$ cat config.mk
export PLATFORM = sky130hd
export DESIGN_NAME = score_text_rom
export DESIGN_NICKNAME = d
export VERILOG_FILES = /design/src/rtl/score_text_rom_pkg.sv /design/src/rtl/bin2bcd_seq.sv /design/src/rtl/score_text_rom.sv
export SDC_FILE = /design/constraint.sdc
export NUM_CORES = 1
export LEC_CHECK = 0
export ABC_AREA = 1
export BUFFER_PORTS_ARGS = -buffer_cell sky130_fd_sc_hd__buf_2
export CELL_PAD_IN_SITES_DETAIL_PLACEMENT = 0
export CELL_PAD_IN_SITES_GLOBAL_PLACEMENT = 1
export CORE_MARGIN = 10
export CORE_UTILIZATION = 49
export CTS_CLUSTER_DIAMETER = 30
export DETAILED_ROUTE_END_ITERATION = 12
export PLACE_DENSITY_LB_ADDON = 0.1
export SETUP_SLACK_MARGIN = 0.02
export SLEW_MARGIN = 40
export SYNTH_ARGS = -nofsm -noshare
export SYNTH_HDL_FRONTEND = slang
export SYNTH_SLANG_ARGS = --single-unit
$ cat constraint.sdc
create_clock -name clk -period 2.9 [get_ports clk]
set_clock_uncertainty 0.1 [all_clocks]
set_input_delay 0.29 -clock clk [delete_from_list [all_inputs] [get_ports clk]]
set_output_delay 0.29 -clock clk [all_outputs]
set_load 0.02 [all_outputs]
$ cat src/rtl/score_text_rom_pkg.sv
// Shared constants for the score text ROM: ASCII codes, status modes and
// the conversion FSM state encoding.
package score_text_rom_pkg;

  localparam int unsigned CHAR_W = 7;
  localparam int unsigned BCD_W  = 16;

  localparam logic [6:0] ASCII_BLANK = 7'h20;
  localparam logic [6:0] ASCII_COLON = 7'h3A;
  localparam logic [6:0] ASCII_0     = 7'h30;

  localparam logic [6:0] CAP_A = 7'h41, CAP_B = 7'h42, CAP_C = 7'h43, CAP_D = 7'h44;
  localparam logic [6:0] CAP_E = 7'h45, CAP_F = 7'h46, CAP_G = 7'h47, CAP_H = 7'h48;
  localparam logic [6:0] CAP_I = 7'h49, CAP_J = 7'h4A, CAP_K = 7'h4B, CAP_L = 7'h4C;
  localparam logic [6:0] CAP_M = 7'h4D, CAP_N = 7'h4E, CAP_O = 7'h4F, CAP_P = 7'h50;
  localparam logic [6:0] CAP_Q = 7'h51, CAP_R = 7'h52, CAP_S = 7'h53, CAP_T = 7'h54;
  localparam logic [6:0] CAP_U = 7'h55, CAP_V = 7'h56, CAP_W = 7'h57, CAP_X = 7'h58;
  localparam logic [6:0] CAP_Y = 7'h59, CAP_Z = 7'h5A;

  typedef enum logic [1:0] {
    MODE_NONE        = 2'd0,
    MODE_PAUSED      = 2'd1,
    MODE_GAME_OVER   = 2'd2,
    MODE_PRESS_START = 2'd3
  } mode_e;

  typedef enum logic [2:0] {
    ST_IDLE   = 3'd0,
    ST_LOAD   = 3'd1,
    ST_SHIFT  = 3'd2,
    ST_NEXT   = 3'd3,
    ST_LOAD_B = 3'd4,
    ST_COMMIT = 3'd5
  } state_e;

  function automatic logic [6:0] digit_char(input logic [3:0] d);
    return ASCII_0 + 7'(d);
  endfunction

endpackage

$ cat src/rtl/bin2bcd_seq.sv
// Sequential shift-add-3 binary to 4-digit BCD converter, one bit per cycle.
module bin2bcd_seq
  import score_text_rom_pkg::*;
#(
  parameter int unsigned SCORE_W = 8
) (
  input  logic               clk,
  input  logic               reset_n,
  input  logic               i_start,
  input  logic [SCORE_W-1:0] i_bin,
  output logic               o_busy,
  output logic               o_done_c,
  output logic [BCD_W-1:0]   o_bcd
);

  localparam int unsigned CNT_W = $clog2(SCORE_W + 1);

  logic [SCORE_W-1:0] r_shift;
  logic [BCD_W-1:0]   r_bcd;
  logic [CNT_W-1:0]   r_cnt;
  logic               r_busy;
  logic [BCD_W-1:0]   w_adj;

  // Pre-shift correction: any nibble of 5 or more gets 3 added.
  always_comb begin
    w_adj = r_bcd;
    for (int i = 0; i < 4; i++) begin
      if (r_bcd[4*i +: 4] >= 4'd5) w_adj[4*i +: 4] = r_bcd[4*i +: 4] + 4'd3;
    end
  end

  always_ff @(posedge clk or negedge reset_n) begin
    if (!reset_n) begin
      r_shift <= '0;
      r_bcd   <= '0;
      r_cnt   <= '0;
      r_busy  <= 1'b0;
    end else if (i_start) begin
      r_shift <= i_bin;
      r_bcd   <= '0;
      r_cnt   <= CNT_W'(SCORE_W);
      r_busy  <= 1'b1;
    end else if (r_busy) begin
      r_bcd   <= BCD_W'({w_adj, r_shift[SCORE_W-1]});
      r_shift <= r_shift << 1;
      r_cnt   <= r_cnt - CNT_W'(1);
      if (r_cnt == CNT_W'(1)) r_busy <= 1'b0;
    end
  end

  assign o_busy   = r_busy;
  assign o_done_c = r_busy && (r_cnt == CNT_W'(1));
  assign o_bcd    = r_bcd;

endmodule

$ cat src/rtl/score_text_rom.sv
// Character ROM for the score overlay: two score lines, a blinking status
// line, and a per-frame BCD conversion of both scores.
module score_text_rom
  import score_text_rom_pkg::*;
#(
  parameter int unsigned SCORE_W      = 8,
  parameter int unsigned BLINK_FRAMES = 30,
  parameter int unsigned BLANK_LEAD   = 1
) (
  input  logic               clk,
  input  logic               reset_n,
  input  logic               frame_tick,
  input  logic [SCORE_W-1:0] score_red,
  input  logic [SCORE_W-1:0] score_blue,
  input  logic [1:0]         mode,
  input  logic               blink_en,
  input  logic [7:0]         char_xy,
  output logic [6:0]         char_code,
  output logic               busy
);

  state_e             r_state, w_next;
  logic               r_busy;
  logic [SCORE_W-1:0] r_shadow_red, r_shadow_blue;
  logic               r_sel_blue;
  logic [BCD_W-1:0]   r_bcd_red, r_disp_red, r_disp_blue;
  logic [7:0]         r_blink_cnt;
  logic               r_phase;
  logic [6:0]         r_char;

  logic               w_accept_c, w_start_c, w_store_red_c, w_commit_c;
  logic               w_eng_busy, w_eng_done_c;
  logic [BCD_W-1:0]   w_eng_bcd;
  logic [6:0]         w_char;
  logic [3:0]         w_line, w_col;

  bin2bcd_seq #(.SCORE_W(SCORE_W)) u_bin2bcd (
    .clk      (clk),
    .reset_n  (reset_n),
    .i_start  (w_start_c),
    .i_bin    (r_sel_blue ? r_shadow_blue : r_shadow_red),
    .o_busy   (w_eng_busy),
    .o_done_c (w_eng_done_c),
    .o_bcd    (w_eng_bcd)
  );

  always_ff @(posedge clk or negedge reset_n) begin
    if (!reset_n) begin
      r_state <= ST_IDLE;
      r_busy  <= 1'b0;
    end else begin
      r_state <= w_next;
      r_busy  <= (w_next != ST_IDLE);
    end
  end

  always_comb begin
    w_next        = r_state;
    w_accept_c    = 1'b0;
    w_start_c     = 1'b0;
    w_store_red_c = 1'b0;
    w_commit_c    = 1'b0;
    case (r_state)
      ST_IDLE: begin
        if (frame_tick) begin
          w_accept_c = 1'b1;
          w_next     = ST_LOAD;
        end
      end
      ST_LOAD: begin
        w_start_c = 1'b1;
        w_next    = ST_SHIFT;
      end
      ST_SHIFT: begin
        if (w_eng_done_c || !w_eng_busy) w_next = r_sel_blue ? ST_COMMIT : ST_NEXT;
      end
      ST_NEXT: begin
        w_store_red_c = 1'b1;
        w_next        = ST_LOAD_B;
      end
      ST_LOAD_B: begin
        w_start_c = 1'b1;
        w_next    = ST_SHIFT;
      end
      ST_COMMIT: begin
        w_commit_c = 1'b1;
        w_next     = ST_IDLE;
      end
      default: w_next = ST_IDLE;
    endcase
  end

  // Blue's result is taken straight from the engine at commit time.
  always_ff @(posedge clk or negedge reset_n) begin
    if (!reset_n) begin
      r_shadow_red  <= '0;
      r_shadow_blue <= '0;
      r_sel_blue    <= 1'b0;
      r_bcd_red     <= '0;
      r_disp_red    <= '0;
      r_disp_blue   <= '0;
    end else begin
      if (w_accept_c) begin
        r_shadow_red  <= score_red;
        r_shadow_blue <= score_blue;
        r_sel_blue    <= 1'b0;
      end
      if (w_store_red_c) begin
        r_bcd_red  <= w_eng_bcd;
        r_sel_blue <= 1'b1;
      end
      if (w_commit_c) begin
        r_disp_red  <= r_bcd_red;
        r_disp_blue <= w_eng_bcd;
      end
    end
  end

  always_ff @(posedge clk or negedge reset_n) begin
    if (!reset_n) begin
      r_blink_cnt <= '0;
      r_phase     <= 1'b0;
    end else if (frame_tick) begin
      if (r_blink_cnt == 8'(BLINK_FRAMES - 1)) begin
        r_blink_cnt <= '0;
        r_phase     <= ~r_phase;
      end else begin
        r_blink_cnt <= r_blink_cnt + 8'd1;
      end
    end
  end

  function automatic logic [6:0] red_text(input logic [3:0] c);
    case (c)
      4'd0: return CAP_R;  4'd1: return CAP_E;  4'd2: return CAP_D;
      4'd4: return CAP_P;  4'd5: return CAP_L;  4'd6: return CAP_A;
      4'd7: return CAP_Y;  4'd8: return CAP_E;  4'd9: return CAP_R;
      default: return ASCII_BLANK;
    endcase
  endfunction

  function automatic logic [6:0] blue_text(input logic [3:0] c);
    case (c)
      4'd0: return CAP_B;  4'd1: return CAP_L;  4'd2: return CAP_U;
      4'd3: return CAP_E;  4'd5: return CAP_P;  4'd6: return CAP_L;
      4'd7: return CAP_A;  4'd8: return CAP_Y;  4'd9: return CAP_E;
      4'd10: return CAP_R;
      default: return ASCII_BLANK;
    endcase
  endfunction

  function automatic logic [6:0] status_text(input mode_e m, input logic [3:0] c);
    logic [6:0] ch;
    ch = ASCII_BLANK;
    case (m)
      MODE_PAUSED: begin
        case (c)
          4'd0: ch = CAP_P;  4'd1: ch = CAP_A;  4'd2: ch = CAP_U;
          4'd3: ch = CAP_S;  4'd4: ch = CAP_E;  4'd5: ch = CAP_D;
          default: ch = ASCII_BLANK;
        endcase
      end
      MODE_GAME_OVER: begin
        case (c)
          4'd0: ch = CAP_G;  4'd1: ch = CAP_A;  4'd2: ch = CAP_M;
          4'd3: ch = CAP_E;  4'd5: ch = CAP_O;  4'd6: ch = CAP_V;
          4'd7: ch = CAP_E;  4'd8: ch = CAP_R;
          default: ch = ASCII_BLANK;
        endcase
      end
      MODE_PRESS_START: begin
        case (c)
          4'd0: ch = CAP_P;  4'd1: ch = CAP_R;  4'd2: ch = CAP_E;
          4'd3: ch = CAP_S;  4'd4: ch = CAP_S;  4'd6: ch = CAP_S;
          4'd7: ch = CAP_T;  4'd8: ch = CAP_A;  4'd9: ch = CAP_R;
          4'd10: ch = CAP_T;
          default: ch = ASCII_BLANK;
        endcase
      end
      default: ch = ASCII_BLANK;
    endcase
    return ch;
  endfunction

  // pos 0 is thousands; a digit is leading if it and every digit above are zero.
  function automatic logic [6:0] score_char(input logic [BCD_W-1:0] bcd, input logic [1:0] pos);
    logic [3:0] d;
    logic       lead;
    case (pos)
      2'd0:    begin d = bcd[15:12]; lead = (bcd[15:12] == 4'd0); end
      2'd1:    begin d = bcd[11:8];  lead = (bcd[15:8]  == 8'd0); end
      2'd2:    begin d = bcd[7:4];   lead = (bcd[15:4]  == 12'd0); end
      default: begin d = bcd[3:0];   lead = 1'b0; end
    endcase
    return (BLANK_LEAD != 0 && lead) ? ASCII_BLANK : digit_char(d);
  endfunction

  assign w_line = char_xy[7:4];
  assign w_col  = char_xy[3:0];

  always_comb begin
    w_char = ASCII_BLANK;
    case (w_line)
      4'd0: begin
        if (w_col >= 4'd12)      w_char = score_char(r_disp_red, w_col[1:0]);
        else if (w_col == 4'd11) w_char = ASCII_COLON;
        else                     w_char = red_text(w_col);
      end
      4'd1: begin
        if (w_col >= 4'd12)      w_char = score_char(r_disp_blue, w_col[1:0]);
        else if (w_col == 4'd11) w_char = ASCII_COLON;
        else                     w_char = blue_text(w_col);
      end
      4'd2: begin
        if (!(blink_en && r_phase)) w_char = status_text(mode_e'(mode), w_col);
      end
      default: w_char = ASCII_BLANK;
    endcase
  end

  always_ff @(posedge clk or negedge reset_n) begin
    if (!reset_n) r_char <= ASCII_BLANK;
    else          r_char <= w_char;
  end

  assign char_code = r_char;
  assign busy      = r_busy;

endmodule

After elaboration in Yosys (flattened, before gate mapping)
Memories as Yosys holds them, arrays and structs flattened.
Index checks and enable logic that the tools add are counted.
{"block": "word_totals", "register_bits": 114, "mem_bits_ro": 432, "in_bits": 30, "output_inout_bits": 8, "n_memories": 4}
{"name": "(name not given)", "depth": 16, "word_bits": 7, "read_ports": 1, "rd_ports_with_merged_regs": 0, "write_ports": 0, "line_no": "score_text_rom.sv:134", "text": "case (c)"}
{"name": "(name not given)", "depth": 16, "word_bits": 7, "read_ports": 1, "rd_ports_with_merged_regs": 0, "write_ports": 0, "line_no": "score_text_rom.sv:143", "text": "case (c)"}
{"name": "(name not given)", "depth": 16, "word_bits": 7, "read_ports": 1, "rd_ports_with_merged_regs": 0, "write_ports": 0, "line_no": "score_text_rom.sv:164", "text": "case (c)"}
{"name": "(name not given)", "depth": 16, "word_bits": 6, "read_ports": 1, "rd_ports_with_merged_regs": 0, "write_ports": 0, "line_no": "score_text_rom.sv:172", "text": "case (c)"}
{"block": "classes", "n_addsub": 8, "magnitude_cmp": 5, "n_eq_ne": 20, "n_mux": 48, "bitwise": 1, "n_reduce_logical": 19}
{"operator": "two-way mux 7 bit", "n": 7}
{"operator": "case mux 7 bit (3 select lines)", "n": 2}
{"operator": "case mux 7 bit (6 select lines)", "n": 1}
{"operator": "two-way mux 4 bit", "n": 9}
{"operator": "two-way mux 16 bit", "n": 2}
{"operator": "two-way mux 8 bit", "n": 4}
{"operator": "zero test 12 bit", "n": 2}
{"operator": "case mux 4 bit (3 select lines)", "n": 2}
{"operator": "greater-or-equal comparator 4 x 3 -> 1 bit, second input constant", "n": 4}
{"operator": "zero test 4 bit", "n": 4}
{"operator": "zero test 8 bit", "n": 2}
{"operator": "adder 6 x 4 -> 7 bit, first input constant", "n": 2}
{"operator": "two-way mux 1 bit", "n": 14}
{"operator": "adder 4 x 2 -> 4 bit, second input constant", "n": 3}
{"operator": "== test 4 x 1 -> 1 bit, second input constant", "n": 3}
{"operator": "== test 4 x 2 -> 1 bit, second input constant", "n": 3}
{"operator": "two-way mux 3 bit", "n": 4}
{"operator": "case mux 3 bit (4 select lines)", "n": 1}
{"operator": "adder 8 x 1 -> 8 bit, second input constant", "n": 1}
{"operator": "== test 4 x 3 -> 1 bit, second input constant", "n": 2}
{"operator": "== test 8 x 5 -> 1 bit, second input constant", "n": 1}
{"operator": "== test 2 bit, second input constant", "n": 3}
{"operator": "== test 3 x 2 -> 1 bit, second input constant", "n": 2}
{"operator": "== test 3 bit, second input constant", "n": 2}
{"operator": "17 further kinds", "n": 21}

Logic depth before layout (Yosys ltp)
{"block": "logic_depth", "word_depth": 8, "depth_mapped": 11, "ltp_nobuf": 11}

By module
A second synthesis with hierarchy kept.
{"block": "hier_totals", "hier_cells": 830, "hier_area_um2": 6498.7}
{"mod": "score_text_rom", "n_inst": 1, "cells_each": 627, "area_per_inst_um2": 4745.8, "seq_area_each_um2": 2128.3}
{"mod": "bin2bcd_seq", "n_inst": 1, "cells_each": 203, "area_per_inst_um2": 1752.9, "seq_area_each_um2": 725.7}

Least setup slack after synthesis
No wires, ideal clock.
{"block": "synth_timing", "path_type": "in2reg", "from": "input port char_xy[0]", "to": "register r_char[6], in the netlist char_code[6]", "setup_time_ps": 117, "arrival_time_ps": 1387, "required_time_ps": 2683, "path_slack_ps": 1296, "cell_stages": 9, "n_path_buf": 1, "cell_sequence": "inv_1 -> ha_1 -> clkbuf_1 -> o21ai_0 -> nand2_1 -> o21ai_0 -> nand3_1 -> nand2_1 -> nand2_1"}
{"block": "synth_via", "elab_chain_len": 8}
{"item": "start, declared", "line_no": "score_text_rom.sv:17", "text": "input logic [7:0] char_xy,"}
{"item": "== test 2 bit, or another cell as far along", "line_no": "score_text_rom.sv:189", "text": "case (pos)"}
{"item": "case mux 4 bit (3 select lines)", "line_no": "score_text_rom.sv:189"}
{"item": "two-way mux 4 bit, on equally long branches", "line_no": "score_text_rom.sv:210, score_text_rom.sv:205"}
{"item": "two-way mux 4 bit", "line_no": "score_text_rom.sv:203", "text": "case (w_line)"}
{"item": "adder 6 x 4 -> 7 bit", "line_no": "score_text_rom_pkg.sv:37", "text": "return ASCII_0 + 7'(d);"}
{"item": "two-way mux 7 bit", "line_no": "score_text_rom.sv:195", "text": "return (BLANK_LEAD != 0 && lead) ? ASCII_BLANK : digit_char(d);"}
{"item": "two-way mux 7 bit, on equally long branches", "line_no": "score_text_rom.sv:210, score_text_rom.sv:205"}
{"item": "case mux 7 bit (3 select lines) (*)", "line_no": "score_text_rom.sv:203"}
{"item": "via w_char[6]", "line_no": "score_text_rom.sv:34", "text": "logic [6:0] w_char;"}
{"item": "end signal, assigned", "line_no": "score_text_rom.sv:223", "text": "else r_char <= w_char;"}
{"item": "end, declared", "line_no": "score_text_rom.sv:29", "text": "logic [6:0] r_char;"}
The timed path passes the listed nets; every way through them passes the cells marked *. The select of a mux whose other input is x is not followed.
A chain may end at the register's enable or synchronous reset.

Worst setup path after layout
{"block": "layout_timing", "from": "register r_state[0]", "to": "register r_shadow_blue[6]"}
{"block": "layout_via", "elab_chain_len": 2}
{"item": "start, declared", "line_no": "score_text_rom.sv:22", "text": "state_e r_state, w_next;"}
{"item": "start signal, assigned", "line_no": "score_text_rom.sv:52", "text": "r_state <= w_next;"}
{"item": "zero test 3 bit", "line_no": "score_text_rom.sv:63", "text": "case (r_state)"}
{"item": "two-way mux 1 bit", "line_no": "score_text_rom.sv:63"}
{"item": "end signal, assigned", "line_no": "score_text_rom.sv:105", "text": "r_shadow_blue <= score_blue;"}
{"item": "end, declared", "line_no": "score_text_rom.sv:24", "text": "logic [SCORE_W-1:0] r_shadow_red, r_shadow_blue;"}
Every way passes these cells.

==> impl_table.tex <==
\begin{tabular}{lr}
\hline
Metric & Value \\
\hline
\multicolumn{2}{l}{\textbf{Status}} \\
Run status & complete, no violations \\
\multicolumn{2}{l}{\textbf{Clock network}} \\
Post-cts gate resize count & 0 \\
Clock buffers created by TritonCTS & 17 \\
Number of buffers inserted by post-CTS setup repair & 0 \\
CTS root buffer & clkbuf\_16 \\
Clock-pin slew on the worst setup and hold paths & 0.06 ns \\
Clock Sinks & about 110 \\
TritonCTS clock tree & done \\
Worst skew pair latency & 0.42 ns \\
CTS Hold Buffers Added & 17 \\
Worst-case clock buffer depth & 2 \\
H-tree depth reported by CTS & 4 \\
\multicolumn{2}{l}{\textbf{Route}} \\
Post-DRT Antenna Nets & 0 \\
Post-DR vias/cell & 5.37 \\
Wire length reported by the detailed router & 15.0 mm \\
Total DRC errors in the routed layout & 0 \\
Number of DRC markers in iteration 0 & 385 \\
Number of optimization iterations in the first detailed-route pass & 5 \\
Wire per inst & between 15 and 20 um \\
Total via count in the routed design & about 5k \\
\multicolumn{2}{l}{\textbf{GRT}} \\
Grt total ovfl & 0 \\
Largest net degree at the start of global routing & 67 \\
Global-route total usage across every layer & 18.7\% \\
Initial antenna violation count & 0 \\
Global-route wire length before repair & 25.2 mm \\
Number of global-route vias before repair & 5158 \\
\multicolumn{2}{l}{\textbf{Critical path}} \\
Arrival time worst endpoint & 1.97 ns \\
Sort of element at the end of the critical path & flop \\
Startpoint type of the worst setup path & flop \\
Type of the worst setup path & flop to flop \\
Buf/Inv on CP & 2 \\
Largest stage delay, worst path & roughly 0.43 ns \\
Slowest-stage cell, CP & dfrtp\_1 \\
Required arrival time at the worst endpoint & around 3.1 ns \\
Delay-heaviest family, CP & simple AND/OR/NAND/NOR gates \\
Maximum fanout along the worst path & 14 \\
Ordered list of cells on the worst path & nor2\_1 -> inv\_1 -> nor3\_4 -> buf\_4 -> o21ai\_0 \\
\multicolumn{2}{l}{\textbf{Power}} \\
Total power consumption of the routed design & a little over 7 mW \\
Static Leakage & around 3.6 nW \\
Worst voltage drop across the vdd grid & 0.000703 V \\
Power per unit of standard cell area & around 1000 nW/um\^{}2 \\
\multicolumn{2}{l}{\textbf{Die}} \\
Initial Util & 50.0\% \\
Floorplan die area & 17000 um\^{}2 \\
Vertical die dimension & 131 um \\
Core region area & approximately 12000 um\^{}2 \\
Placement Rows & 40 \\
Die width & 131 um \\
I/O pin count & 38 \\
\multicolumn{2}{l}{\textbf{Timing}} \\
Pins over their slew limit & 0 \\
Setup TNS & 0 ns \\
Max\_slew headroom & 58.4\% \\
Final setup violation count & 0 \\
RSZ-0062 raised after global routing & no \\
Actual slew at the worst max-slew pin & 0.624 ns \\
Final worst path period share & 61.5\% \\
Fin. Hold Viols & 0 \\
Highest clock rate & 561 MHz \\
Time the worst path needs with I/O delays and setup & roughly 1.8 ns \\
\multicolumn{2}{l}{\textbf{Layout}} \\
Syn-to-layout area delta & 18.5\% \\
Share of final-layout standard cells stronger than drive strength 1 & 12.9\% \\
Area taken by multi-input logic gates & 2700 um\^{}2 \\
Layout net count & about 850 \\
Area of all sequential standard cells & about 2900 um\^{}2 \\
Filler cell count & 1084 \\
N\_diodes & 0 \\
\multicolumn{2}{l}{\textbf{Synthesis}} \\
Cell area after synthesis & 5980 um\^{}2 \\
Register area share after synthesis & a little under half \\
\#FFs+latches synth & 114 \\
Synth Net Count & 792 \\
Number of warning messages in the yosys log & 0 \\
Unique masters post-synth & 32 \\
Avg Inst Size Synth & 8.09 um\^{}2 \\
Post-synthesis cell count & between 700 and 800 \\
\multicolumn{2}{l}{\textbf{Placed design}} \\
Total half-perimeter wirelength after legalization and detailed placement & between 10 and 15 mm \\
Number of buffers inserted by port buffering & 37 \\
GPL Wtd Cong & between 0.9 and 1 \\
\multicolumn{2}{l}{\textbf{Job}} \\
Maxcap violations & 0 \\
\multicolumn{2}{l}{\textbf{Min path}} \\
Hold Crit Class & input port to flop \\
\hline
\end{tabular}
final timing paths:
| kind | startpoint | end | slack, ns | cells after the start |
|---|---|---|---|---|
| max | r_state[0] | r_shadow_blue[6] | 1.12 | 5 |
| max in group asynchronous | reset_n | char_code[5] | 1.58 | 3 |
| min reg2reg | r_shadow_red[2] | r_shadow_red[2] | 0.37 | 2 |
| min in group asynchronous | reset_n | r_bcd_red[12] | 0.34 | 2 |
| min | char_xy[6] | char_code[5] | 0.15 | 5 |
| max reg2reg | r_state[0] | r_shadow_blue[6] | 1.12 | 5 |
area by class of cell:
class	instances	share of cell area, %
flip-flops and latches	114	40.3
multi-input cells	516	38.1
clock buffers	18	6.05
repair buffers	58	5.65
inverters	86	4.57
clock inverters	14	2.81
well taps	147	2.59
worst reg2reg max path, delay by kind of cell (launching register included):
kind / cells / cell delay [ns]
DFF: 1 / 0.43
buffers and inverters: 2 / 0.39
AOI/OAI and AO/OA: 1 / 0.10
and+or+nand+nor: 2 / 0.64
where the power goes:
group | internal [mW] | switching [mW]
registers | 2.22 | 0.404
clock network | 1.45 | 0.768
logic | 0.823 | 1.40
cells in the mapped netlist:
master	number	area, um^2
nor3_1	4	20.0
nor3_4	1	16.3
mux2_2	14	158
dfstp_2	1	26.3
clkinv_2	1	5.00
o221ai_1	5	43.8
o21ai_4	1	16.3
clkbuf_1	13	48.8
a21oi_1	38	190
nand2_1	192	721
nand4_1	5	31.3
dfrtp_1	113	2830
o221ai_2	2	30.0
nor3b_1	2	15.0
buf_6	1	11.3
inv_1	83	312
nor2_1	49	184
inv_2	2	7.51
buf_2	10	50.1
nor4_1	1	6.26
nand2_4	2	22.5
nand3_1	47	235
a22oi_1	1	7.51
o22ai_1	10	62.6
o21ai_0	94	470
xnor2_1	2	17.5
o21ai_1	3	15.0
ha_1	22	275
xor2_1	8	70.1
or2_2	7	43.8
o21a_1	1	7.51
o211ai_1	5	37.5
cells in the final DEF (no fill, tap or decap), drive strengths merged, types with 7 or more instances in the layout:
cell / Yosys / routed
ha: 22 / 22
buf: 11 / 41
mux2: 14 / 14
nand2: 194 / 194
o22ai: 10 / 10
xor2: 8 / 8
dfrtp: 113 / 113
o221ai: 7 / 7
a21oi: 38 / 38
or2: 7 / 7
o21ai: 98 / 98
dlygate4sd3: 0 / 17
nand3: 47 / 47
inv: 85 / 90
nor2: 49 / 49
clkbuf: 13 / 18
routing by layer:
layer | global-route usage [%] | up-vias | wire length (um)
li1 | - | 2532 | -
met5 | 0 | - | 0
met4 | 8.83 | 0 | 326
met2 | 29.6 | 109 | 7020
met3 | 3.46 | 27 | 583
met1 | 24.4 | 2451 | 7030
state kept, by name, indices dropped and copies added (netlist names):
| name | flops |
|---|---|
| r_phase | 1 |
| u_bin2bcd.r_cnt | 4 |
| r_bcd_red | 16 |
| char_code | 7 |
| r_shadow_blue | 8 |
| r_shadow_red | 8 |
| r_disp_red | 16 |
| busy | 1 |
| r_disp_blue | 16 |
| u_bin2bcd.r_shift | 8 |
| r_sel_blue | 1 |
| u_bin2bcd.o_bcd | 16 |
| r_state | 3 |
| r_blink_cnt | 8 |
| u_bin2bcd.o_busy | 1 |
per-stage QoR:
stage               area [um^2]  util [%]  setup slack, ns  hold slack (ns)  cells
floorplan                  5980         -             1.30           -0.106    740
global placement           6290      52.6            0.779            0.247    904
detailed placement         6290      52.6            0.732            0.262    904
CTS                        7090      59.3             1.11            0.132    953
global route               7090      59.3            0.821            0.172    953
finish                     7090      59.3             1.12            0.146    953
cell families (layout without fill, tap and decap cells):
group | after synthesis | in the layout | share of synthesized area [%]
simple gates | 310 | 310 | 21.6
buf+inv | 110 | 176 | 7.25
flops | 114 | 114 | 47.7
mux | 14 | 14 | 2.63
compound gates | 160 | 160 | 14.7
xor+xnor | 10 | 10 | 1.46
fa+ha+maj | 22 | 22 | 4.60
No activity file was read; power rests on OpenSTA's default activity.
